<file path="src/rtl/cmp_share_arbiter_if.sv">
// Requester-side bus of the shared comparator: per-requester request and
// operand pairs in, one-hot grant/acknowledge and the compare result out.
interface cmp_share_arbiter_if #(
  parameter int unsigned BITWIDTH = 8,
  parameter int unsigned NREQ     = 4
);
  logic [NREQ-1:0]          req;
  logic [NREQ*BITWIDTH-1:0] a_in;
  logic [NREQ*BITWIDTH-1:0] b_in;
  logic [NREQ-1:0]          gnt;
  logic [NREQ-1:0]          ack;
  logic                     lt;
  logic                     busy;

  modport master (
    output req, a_in, b_in,
    input  gnt, ack, lt, busy
  );

  modport slave (
    input  req, a_in, b_in,
    output gnt, ack, lt, busy
  );
endinterface

</file>
<file path="src/rtl/cmp_share_arbiter.sv">
// Round-robin arbiter that time-shares one subtract-based less-than
// comparator among NREQ requesters: grant, evaluate, acknowledge.
module cmp_share_arbiter_lt #(
  parameter int unsigned BITWIDTH = 8
) (
  input  logic [BITWIDTH-1:0] a,
  input  logic [BITWIDTH-1:0] b,
  output logic                lt
);
  logic [BITWIDTH-1:0] diff;

  // Sign bit of the wrapped difference; overflow is intentionally not corrected.
  assign diff = a - b;
  assign lt   = diff[BITWIDTH-1];
endmodule

module cmp_share_arbiter #(
  parameter int unsigned BITWIDTH = 8,
  parameter int unsigned NREQ     = 4,
  parameter int unsigned PTRW     = 2
) (
  input  logic                 clk,
  input  logic                 reset,
  cmp_share_arbiter_if.slave   bus
);
  typedef enum logic [1:0] {IDLE, EVAL, DONE} state_t;

  state_t                 state;
  logic [PTRW-1:0]        ptr;
  logic [PTRW-1:0]        win;
  logic [PTRW-1:0]        win_next;
  logic                   found;
  logic [(1<<PTRW)-1:0]   req_ext;
  logic [PTRW:0]          idx_sum;
  logic [NREQ-1:0]        win_onehot;
  logic [BITWIDTH-1:0]    a_sel;
  logic [BITWIDTH-1:0]    b_sel;
  logic [BITWIDTH-1:0]    a_q;
  logic [BITWIDTH-1:0]    b_q;
  logic [NREQ-1:0]        gnt_q;
  logic [NREQ-1:0]        ack_q;
  logic                   lt_q;
  logic                   busy_q;
  logic                   cmp_lt;

  // Pad the request vector to a power of two so a PTRW-bit index is always in range.
  always_comb begin
    req_ext           = '0;
    req_ext[NREQ-1:0] = bus.req;
  end

  always_comb begin
    found    = 1'b0;
    win_next = '0;
    idx_sum  = '0;
    for (int unsigned k = 0; k < NREQ; k++) begin
      idx_sum = {1'b0, ptr} + (PTRW+1)'(k);
      if (idx_sum >= (PTRW+1)'(NREQ)) begin
        idx_sum = idx_sum - (PTRW+1)'(NREQ);
      end
      if (!found && req_ext[idx_sum[PTRW-1:0]]) begin
        found    = 1'b1;
        win_next = idx_sum[PTRW-1:0];
      end
    end
  end

  assign win_onehot = {{(NREQ-1){1'b0}}, 1'b1} << win_next;

  always_comb begin
    a_sel = '0;
    b_sel = '0;
    for (int unsigned i = 0; i < NREQ; i++) begin
      if (win_next == PTRW'(i)) begin
        a_sel = bus.a_in[i*BITWIDTH +: BITWIDTH];
        b_sel = bus.b_in[i*BITWIDTH +: BITWIDTH];
      end
    end
  end

  cmp_share_arbiter_lt #(.BITWIDTH(BITWIDTH)) u_cmp (
    .a  (a_q),
    .b  (b_q),
    .lt (cmp_lt)
  );

  always_ff @(posedge clk) begin
    if (reset) begin
      state  <= IDLE;
      ptr    <= '0;
      win    <= '0;
      a_q    <= '0;
      b_q    <= '0;
      gnt_q  <= '0;
      ack_q  <= '0;
      lt_q   <= 1'b0;
      busy_q <= 1'b0;
    end else begin
      case (state)
        IDLE: begin
          if (found) begin
            a_q    <= a_sel;
            b_q    <= b_sel;
            win    <= win_next;
            gnt_q  <= win_onehot;
            busy_q <= 1'b1;
            state  <= EVAL;
          end
        end
        EVAL: begin
          lt_q  <= cmp_lt;
          ack_q <= gnt_q;
          state <= DONE;
        end
        DONE: begin
          ack_q  <= '0;
          gnt_q  <= '0;
          busy_q <= 1'b0;
          ptr    <= (win == PTRW'(NREQ-1)) ? '0 : win + PTRW'(1);
          state  <= IDLE;
        end
        default: state <= IDLE;
      endcase
    end
  end

  assign bus.gnt  = gnt_q;
  assign bus.ack  = ack_q;
  assign bus.lt   = lt_q;
  assign bus.busy = busy_q;
endmodule

</file>
<file path="src/flat_wrapper.sv">
// flat-port wrapper written by rule: the top's interface ports become plain ports
module cmp_share_arbiter_flat 
#(
  parameter int unsigned BITWIDTH = 8,
  parameter int unsigned NREQ     = 4,
  parameter int unsigned PTRW     = 2
)
  (clk, reset, bus_req, bus_a_in, bus_b_in, bus_gnt, bus_ack, bus_lt, bus_busy);
  cmp_share_arbiter_if #(.BITWIDTH(BITWIDTH), .NREQ(NREQ)) bus_i ();
  input  logic clk;
  input  logic reset;
  input wire logic [$bits(bus_i.req)-1:0] bus_req;
  input wire logic [$bits(bus_i.a_in)-1:0] bus_a_in;
  input wire logic [$bits(bus_i.b_in)-1:0] bus_b_in;
  output wire logic [$bits(bus_i.gnt)-1:0] bus_gnt;
  output wire logic [$bits(bus_i.ack)-1:0] bus_ack;
  output wire logic [$bits(bus_i.lt)-1:0] bus_lt;
  output wire logic [$bits(bus_i.busy)-1:0] bus_busy;
  assign bus_i.req = bus_req;
  assign bus_i.a_in = bus_a_in;
  assign bus_i.b_in = bus_b_in;
  assign bus_gnt = bus_i.gnt;
  assign bus_ack = bus_i.ack;
  assign bus_lt = bus_i.lt;
  assign bus_busy = bus_i.busy;
  cmp_share_arbiter #(.BITWIDTH(BITWIDTH), .NREQ(NREQ), .PTRW(PTRW)) u_core (.clk(clk), .reset(reset), .bus(bus_i));
endmodule
</file>
<file path="config.mk">
export PLATFORM = sky130hd
export DESIGN_NAME = cmp_share_arbiter_flat
export DESIGN_NICKNAME = d
export VERILOG_FILES = /design/src/rtl/cmp_share_arbiter_if.sv /design/src/rtl/cmp_share_arbiter.sv /design/src/flat_wrapper.sv
export SDC_FILE = /design/constraint.sdc
export NUM_CORES = 1
export LEC_CHECK = 0
export CORE_ASPECT_RATIO = 2
export CORE_UTILIZATION = 46
export CTS_CLUSTER_DIAMETER = 30
export DETAILED_ROUTE_END_ITERATION = 7
export PLACE_DENSITY = 0.86
export SYNTH_ARGS = -nofsm -noshare
export SYNTH_HDL_FRONTEND = slang
export SYNTH_SLANG_ARGS = --single-unit
</file>
<file path="constraint.sdc">
create_clock -name clk -period 5.15 [get_ports clk]
set_clock_uncertainty 0.2 [all_clocks]
set_input_delay 1.03 -clock clk [delete_from_list [all_inputs] [get_ports clk]]
set_output_delay 1.03 -clock clk [all_outputs]
set_load 0.01 [all_outputs]
</file>
# Yosys cells after proc, flatten, opt, wreduce, memory -nomap -nowiden
# Index checks and enable logic that the tools add are counted.
word_totals:
  output_inout_bits: 10
  in_bits: 70
  register_bits: 32
  elab_cells: 82
classes:
  shifts: 1
  n_eq_ne: 7
  muxes: 36
  reduce_logical: 12
  addsub: 9
  n_lt_le_gt_ge: 8
op_table:
  columns: ["op", "count"]
  rows:
  - ["8-bit 2-to-1 mux", 8]
  - ["2-bit 2-to-1 mux", 10]
  - ["4-bit case mux with 2 select lines", 2]
  - ["2-bit by 3-bit < comparator with 1-bit output, second input constant", 4]
  - ["3-bit greater-or-equal comparator, second input constant", 3]
  - ["1-bit 2-to-1 mux", 9]
  - ["1-bit binary-select mux with 2-bit select", 4]
  - ["2-bit == test, second input constant", 4]
  - ["2-bit by 1-bit subtractor with 2-bit output, second input constant", 4]
  - ["8-bit subtractor", 1]
  - ["2-bit by 2-bit adder with 3-bit output, second input constant", 2]
  - ["2-bit by 1-bit == test with 1-bit output, second input constant", 2]
  - ["2-bit zero test", 2]
  - ["4-bit 2-to-1 mux", 1]
  - ["2-bit case mux with 2 select lines", 1]
  - ["2-bit AND reduction", 2]
  - ["2-bit nonzero test", 2]
  - ["1-bit by 2-bit << shifter with 4-bit output, first input constant", 1]
  - ["2-bit by 1-bit adder with 3-bit output, second input constant", 1]
  - ["2-bit by 3-bit greater-or-equal comparator with 1-bit output, second input constant", 1]
  - ["1-bit logical AND", 3]
  - ["1-bit zero test", 3]
  - ["2-bit by 1-bit adder with 2-bit output, second input constant", 1]
  - ["2-bit by 1-bit inequality test with 1-bit output, second input constant", 1]
  - ["1-bit case mux with 2 select lines", 1]

# Depth between registers and ports, before layout
# Gate-level depths: netlist of run 1.
depth:
  depth_word: 19
  ltp_mapped: 8
  mapped_depth_nobuf: 7

# Hierarchy
# From an unflattened synthesis of run 1, not the netlist that was laid out.
hier_totals:
  hier_cells: 208
  area_unflattened_um2: 1996.9
by_module_without_submodules:
  columns: ["mod", "cells_each", "area_per_inst_um2", "n_inst", "seq_area_each_um2"]
  rows:
  - ["cmp_share_arbiter", 183, 1826.8, 1, 640.6]
  - ["cmp_share_arbiter_lt", 25, 170.2, 1, 0.0]

# Worst setup path after synthesis of run 1
# No wires, ideal clock.
synth_timing:
  path_kind: "input-to-reg"
  startpoint: "input bus_req[2]"
  endpoint: "register u_core.b_q[6]"
  path_stages: 6
  path_slack_ps: 2667
  t_arrival_ps: 2147
  required_ps: 4815
  setup_ps: 135
  path_buffers: 1
  cell_sequence: "nor4_2 > nand2b_2 > nor2_1 > nand2_1 > buf_2 > o221ai_1"
synth_between:
  elab_chain_cells: 17
  elab_cells_between_ends: 31
  cone_classes: "3 x eq/ne; 20 x mux; 8 x reduce/logical"
synth_rtl:
  columns: ["element", "line_no", "source"]
  rows:
  - ["from (decl)", "flat_wrapper.sv:12", "input wire logic [$bits(bus_i.req)-1:0] bus_req;"]
  - ["1-bit binary-select mux with 2-bit select", "cmp_share_arbiter.sv:61", "if (!found && req_ext[idx_sum[PTRW-1:0]]) begin"]
  - ["1-bit 2-to-1 mux (implied by the code)", "cmp_share_arbiter.sv:61", null]
  - ["1-bit 2-to-1 mux", "cmp_share_arbiter.sv:61", null]
  - ["1-bit zero test", "cmp_share_arbiter.sv:61", null]
  - ["1-bit logical AND", "cmp_share_arbiter.sv:61", null]
  - ["1-bit 2-to-1 mux", "cmp_share_arbiter.sv:61", null]
  - ["1-bit zero test", "cmp_share_arbiter.sv:61", null]
  - ["1-bit logical AND", "cmp_share_arbiter.sv:61", null]
  - ["1-bit 2-to-1 mux", "cmp_share_arbiter.sv:61", null]
  - ["1-bit zero test", "cmp_share_arbiter.sv:61", null]
  - ["1-bit logical AND", "cmp_share_arbiter.sv:61", null]
  - ["2-bit 2-to-1 mux", "cmp_share_arbiter.sv:61", null]
  - ["2-bit zero test", "cmp_share_arbiter.sv:74", "if (win_next == PTRW'(i)) begin"]
  - ["8-bit 2-to-1 mux (4 in a row)", "cmp_share_arbiter.sv:74", null]
  - ["to (signal assigned)", "cmp_share_arbiter.sv:103", "b_q <= b_sel;"]
  - ["to (decl)", "cmp_share_arbiter.sv:39", "logic [BITWIDTH-1:0] b_q;"]
# Parallel ways exist; a longest one is shown, timed or not. The select of a mux whose other input is x is not followed.
# A chain may end at the register's enable or synchronous reset.

# Worst setup path in the final report of run 1
layout_timing:
  startpoint: "input bus_req[2]"
  endpoint: "register u_core.b_q[3]"
# Same word-level chain as after synthesis.

==> flow_summary.yaml, run 1 <==
hold_path:
  holdPathEnd: "u_core.bus.gnt[2]"
  holdPathStages: 2
  hold_class: "flip-flop to flip-flop"
  min_from: "u_core.bus.gnt[2]"
critical_path:
  critPathTopFamily: "simple AND/OR/NAND/NOR gates"
  worstSetupPathType: "input port to flip-flop"
  worstPathMaxFanout: 16
  path_cells: "clkdlybuf4s50_1 > nor4_2 > nand2b_2 > nor2b_1 > nand2_1 > o221ai_1"
  reg2reg_to: "u_core.b_q[3]"
  ff2ff_path_depth: 6
  crit_path_end_kind: "flip-flop"
  reg2reg_slack_ns: 2.84
  r2r_start: "u_core.state[0]"
  worst_ep_required_time_ns: 5.14
  critPathBufInv: 1
  cpPeakStageDelay_ns: 0.86
  slowest_stage: "nor2b_1"
  critical_path_arrival_ns: 3.28
  critPathLaunchType: "input port"
die:
  die_h_um: 91.9
  start_util: 0.484
  pin_count: 80
  core_mm2: 0.00384
  die_area_mm2: 0.00432
  die_w_um: 47.0
  rows: 32
clock_network:
  clkSinkCount: 32
  post_cts_resized: 0
  htreeDepth: 2
  postCtsSetupBuffers: 0
  cts_tree: "yes"
  cts_buffers: 5
  clk_latency_ns: 0.29
  path_clk_slew_ns: 0.07
  clock_path_buffers: 2
  cts_hold_buf: 0
  cts_root_buf: "clkbuf_8"
route:
  avgRoutedWirePerCell_um: 14.5
  drc: 0
  drt-initial-drc-count: 56
  routed_wl_um: 4790
  dr.pass1.iters: 4
  postRouteAntennaNets: 0
  routed-via-count: 1814
  vias_per_cell: 5.50
global_route:
  globalRouteTotalUtil: 0.238
  grt_pass1_wl_um: 7420
  gr-total-overflow: 0
  antenna_found_initial: 0
  grt_max_degree: 38
  grt_pass1_vias: 1759
layout:
  area_delta_synth_final_pct: 49.3
  layout_commonest_cell: "clkdlybuf4s50_1"
  n_antenna_cell: 0
  drive_gt1_frac: 0.0430
  finalNonFillerCells: 330
  design_area_mm2: 0.00278
  nNetsFinal: 360
  layout_common_cells: "clkdlybuf4s50_1, mux2i_1, dfxtp_1, nand2_1, o221ai_1"
  fin_util: 0.723
yosys:
  syn_avg_cell_area_um2: 9.17
  synth_nets: 285
  synthCells: 203
  yosys_register_bits: 32
  seq_area_frac_synth: 0.344
  synth_warnings: 0
  ys_types: 33
  syn_area_mm2: 0.00186
sta:
  worst_pin_slew_ns: 1.06
  fin_ws_ns: 1.86
  setup_viol_count_final: 0
  drv_slew: 0
  finalCriticalPeriod_ns: 3.29
  max_freq_mhz: 304
  tns_ns: 0
  rsz0062_at_grt: "false"
  layout_worst_path_cycle_share: 0.638
  maxSlewHeadroom: 0.289
  hold_viol: 0
placed_design:
  dp.final_hpwl_um: 3780
  placedInstanceArea_mm2: 0.00265
  gp_congestion: 0.824
  place_ws_ns: 1.57
  io_buffers: 79
  placed_cells: 322
pwr:
  ir_drop_uv: 227
  p_leak_nw: 1.08
  power.density_mw_per_mm2: 279
job:
  cap_violations: 0
run_status:
  status: "complete, no violations"
[worst register-to-register path: cells and delay by family (launching register included)]
family / cells / cell delay [ns]
compound gates: 1 / 0.11
flops: 1 / 0.38
simple gates: 3 / 1.17
buf+inv: 1 / 0.10
fa+ha+maj: 1 / 0.27
[registers in the layout, indices dropped and copies added, names as in the netlist]
name / cells
u_core.b_q: 8
u_core.bus.lt: 1
u_core.bus.ack: 4
u_core.ptr: 2
u_core.win: 2
u_core.a_q: 8
u_core.state: 2
u_core.bus.busy: 1
u_core.bus.gnt: 4
[worst max-delay path by stage]
| stage | startpoint | endpoint | slack, ns | depth (start not counted) |
|---|---|---|---|---|
| after floorplan | bus_req[2] | u_core.b_q[6] | 2.67 | 6 |
| after detailed placement | bus_req[2] | u_core.b_q[6] | 1.57 | 6 |
| after CTS | bus_req[2] | u_core.b_q[3] | 1.87 | 6 |
| after global placement | bus_req[2] | u_core.b_q[1] | 1.63 | 6 |
| final | bus_req[2] | u_core.b_q[3] | 1.86 | 6 |
| after global routing | bus_req[2] | u_core.b_q[7] | 1.62 | 6 |
[metal layers]
metal / part of all wire / GRT usage
met1: 0.34 / 0.206
met2: 0.60 / 0.457
met3: 0.031 / 0.0354
met4: 0.030 / 0.133
met5: 0 / 0
[power by group]
group | switching, mW | total (mW) | internal, mW
Clock | 0.0973 | 0.268 | 0.171
Sequential | 0.0174 | 0.292 | 0.275
Combinational | 0.0950 | 0.214 | 0.119
Total | 0.210 | 0.774 | 0.564
[logic make-up (layout without fill, tap and decap cells)]
kind of cell               count (synthesis)  after routing  synth area share
xor gates and xnor gates                   1              1           0.00471
adders and majority gates                 12             12            0.0807
and+or+nand+nor                           60             60             0.158
buffers and inverters                     21             97            0.0592
DFF                                       32             32             0.344
AOI/OAI and AO/OA                         40             40             0.154
muxes                                     37             37             0.199
[cell type report]
type | instances | area, um2
clock buffers | 7 | 96.3
clock inverters | 1 | 30.0
repair buffers | 80 | 798
inverters | 9 | 33.8
fillers | 317 | 1070
flip-flops and latches | 32 | 641
well taps | 51 | 63.8
multi-input cells | 150 | 1110
[Yosys cell counts, drive strengths merged]
cell type   n  area (um2)
mux2i      37         370
dfxtp      32         641
nand2      25        93.8
o221ai     16         140
a21oi      14        70.1
nor2       14        52.6
ha         12         150
buf        10        68.8
inv         9        33.8
nor2b       6        37.5
nand3b      3        22.5
nor3b       3        22.5
a32oi       2        17.5
clkbuf      2        7.51
nand2b      2        15.0
nand3       2        10.0
o21ai       2        10.0
a21o        1        7.51
a221oi      1        8.76
a311o       1        10.0
and4        1        8.76
nand4       1        6.26
nor3        1        5.00
nor4        1        12.5
o21a        1        7.51
o22a        1        8.76
o22ai       1        6.26
or4         1        7.51
xor2        1        8.76
[metrics by stage]
stage | total power [mW] | hold WS, ns
final | 0.774 | 0.266
after global routing | 0.813 | 0.291
after CTS | 0.777 | 0.268
after detailed placement | 0.513 | 0.255
after global placement | 0.504 | 0.237
after floorplan | 0.419 | 0.225
No activity file was read; power rests on OpenSTA's default activity.
==> run 2, diff against run 1 <==
CORE_UTILIZATION = 38   (was 46)
PLACE_DENSITY = 0.76   (was 0.86)
clock period = 2.7 ns   (was 5.15 ns; I/O delays follow)
==> run 2 against run 1 <==
Effect of this change: non-clock buffer count increased by 7; clock power increased by 87%; critical path depth rose by 1; sequential power increased by 90%; utilization fell by 10 points; total power is 92% higher; critical path type unchanged; highest routed layer unchanged.
==> flow_summary.yaml, run 2 (same netlist as run 1, synthesis figures left out) <==
layout:
  finalNonFillerCells: 341
  n_antenna_cell: 0
  layout_common_cells: "clkdlybuf4s50_1, mux2i_1, dfxtp_1, nand2_1, o221ai_1"
  layout_commonest_cell: "clkdlybuf4s50_1"
  drive_gt1_frac: 0.0664
  nNetsFinal: 367
  top_regs: "u_core.a_q (8), u_core.b_q (8)"
  fin_util: 0.619
  design_area_mm2: 0.00287
  area_delta_synth_final_pct: 54.4
  fill_cells: 435
global_route:
  gr-total-overflow: 0
  globalRouteTotalUtil: 0.195
  grt_pass1_vias: 1833
  grt_max_degree: 20
  antenna_found_initial: 0
  grt_pass1_wl_um: 7750
pwr:
  ir_drop_uv: 456
  p_leak_nw: 1.13
  power.density_mw_per_mm2: 517
sta:
  layout_worst_path_cycle_share: 0.860
  rsz0062_at_grt: "false"
  drv_slew: 0
  finalCriticalPeriod_ns: 2.32
  fin_hold_ws_ns: 0.264
  setup_viol_count_final: 0
  tns_ns: 0
  max_freq_mhz: 431
  worst_pin_slew_ns: 0.554
  maxSlewHeadroom: 0.627
  hold_viol: 0
route:
  vias_per_cell: 5.34
  avgRoutedWirePerCell_um: 14.1
  drc: 0
  dr.pass1.iters: 4
  postRouteAntennaNets: 0
  routed-via-count: 1821
  routed_wl_um: 4810
  drt-initial-drc-count: 21
die:
  die_w_um: 51.5
  die_h_um: 101
  die_area_mm2: 0.00520
  start_util: 0.401
  rows: 35
  core_mm2: 0.00464
  pin_count: 80
critical_path:
  worstSetupPathType: "input port to flip-flop"
  path_cells: "clkdlybuf4s50_1 > mux2i_1 > nor2_1 > nor3_2 > buf_4 > mux2i_1 > o221ai_1"
  critPathBufInv: 2
  slowest_stage: "clkdlybuf4s50_1"
  crit_path_end_kind: "flip-flop"
  crit_path_frequent_cell: "mux2i_1"
  cpPeakStageDelay_ns: 0.49
  critPathTopFamily: "buffers and inverters"
  critPathLaunchType: "input port"
  worstPathMaxFanout: 18
  critical_path_arrival_ns: 2.27
  worst_ep_required_time_ns: 2.65
clock_network:
  cts_buffers: 5
  cts_hold_buf: 0
  clk_latency_ns: 0.28
  clkSinkCount: 32
  htreeDepth: 2
  postCtsSetupBuffers: 0
  cts_tree: "yes"
  post_cts_resized: 0
  cts_root_buf: "clkbuf_8"
  clock_path_buffers: 2
  path_clk_slew_ns: 0.07
hold_path:
  hold_class: "flip-flop to flip-flop"
placed_design:
  io_buffers: 79
  dp.final_hpwl_um: 3860
  placedInstanceArea_mm2: 0.00275
  gp_congestion: 0.821
  placed_cells: 333
run_status:
  status: "complete, no violations"
job:
  cap_violations: 0
run 2: cell types whose count changed in the layout (fill, tap and decap cells not counted), sizes merged:
cell  before  now
buf        1    8
run 2: per-layer routing:
| layer | track usage | share of wire | vias up | wire (um) |
|---|---|---|---|---|
| li1 | - | - | 901 | - |
| met1 | 0.175 | 0.35 | 867 | 1680 |
| met2 | 0.406 | 0.60 | 49 | 2900 |
| met3 | 0.0302 | 0.033 | 4 | 160 |
| met4 | 0.0624 | 0.014 | 0 | 68 |
| met5 | 0 | 0 | - | 0 |
run 2: final cells by class:
type	instances	area [um2]	share of cell area
multi-input combinational	150	1110	0.388
clock inverter	1	30.0	0.0105
inverter	9	33.8	0.0118
timing repair buffer	87	888	0.309
tap	55	68.8	0.0240
sequential	32	641	0.223
clock buffer	7	96.3	0.0335
run 2: through the flow:
stage               setup WS, ns  total power, mW
global route               0.204             1.56
floorplan                  0.707            0.800
finish                     0.378             1.48
CTS                        0.383             1.50
detailed placement        0.0953            0.998
global placement           0.164            0.987
run 2: path summary, 6_finish.rpt:
| check | startpoint | endpoint | slack [ns] | cells after the start |
|---|---|---|---|---|
| max | bus_req[0] | u_core.b_q[5] | 0.38 | 7 |
| min | u_core.b_q[0] | u_core.b_q[0] | 0.26 | 2 |
| min reg2reg | u_core.b_q[0] | u_core.b_q[0] | 0.26 | 2 |
| max reg2reg | u_core.ptr[1] | u_core.b_q[5] | 0.62 | 6 |
run 2: power by group:
part	leakage, nW	total [mW]	internal, mW	switching, mW
registers	0.263	0.555	0.524	0.0310
clock network	0.0645	0.501	0.326	0.176
logic	0.799	0.428	0.245	0.184
run 2: tightest hold or removal path, stage by stage (launching register included):
cell	delay [ns]
dfxtp_1	0.32
nand2_1	0.05
o221ai_1	0.06
==> run 3, diff against run 2 <==
HOLD_SLACK_MARGIN = 0.06   (was default)
==> results of run 3 <==
No change in the layout: final DEF, timing and power equal those of run 2.
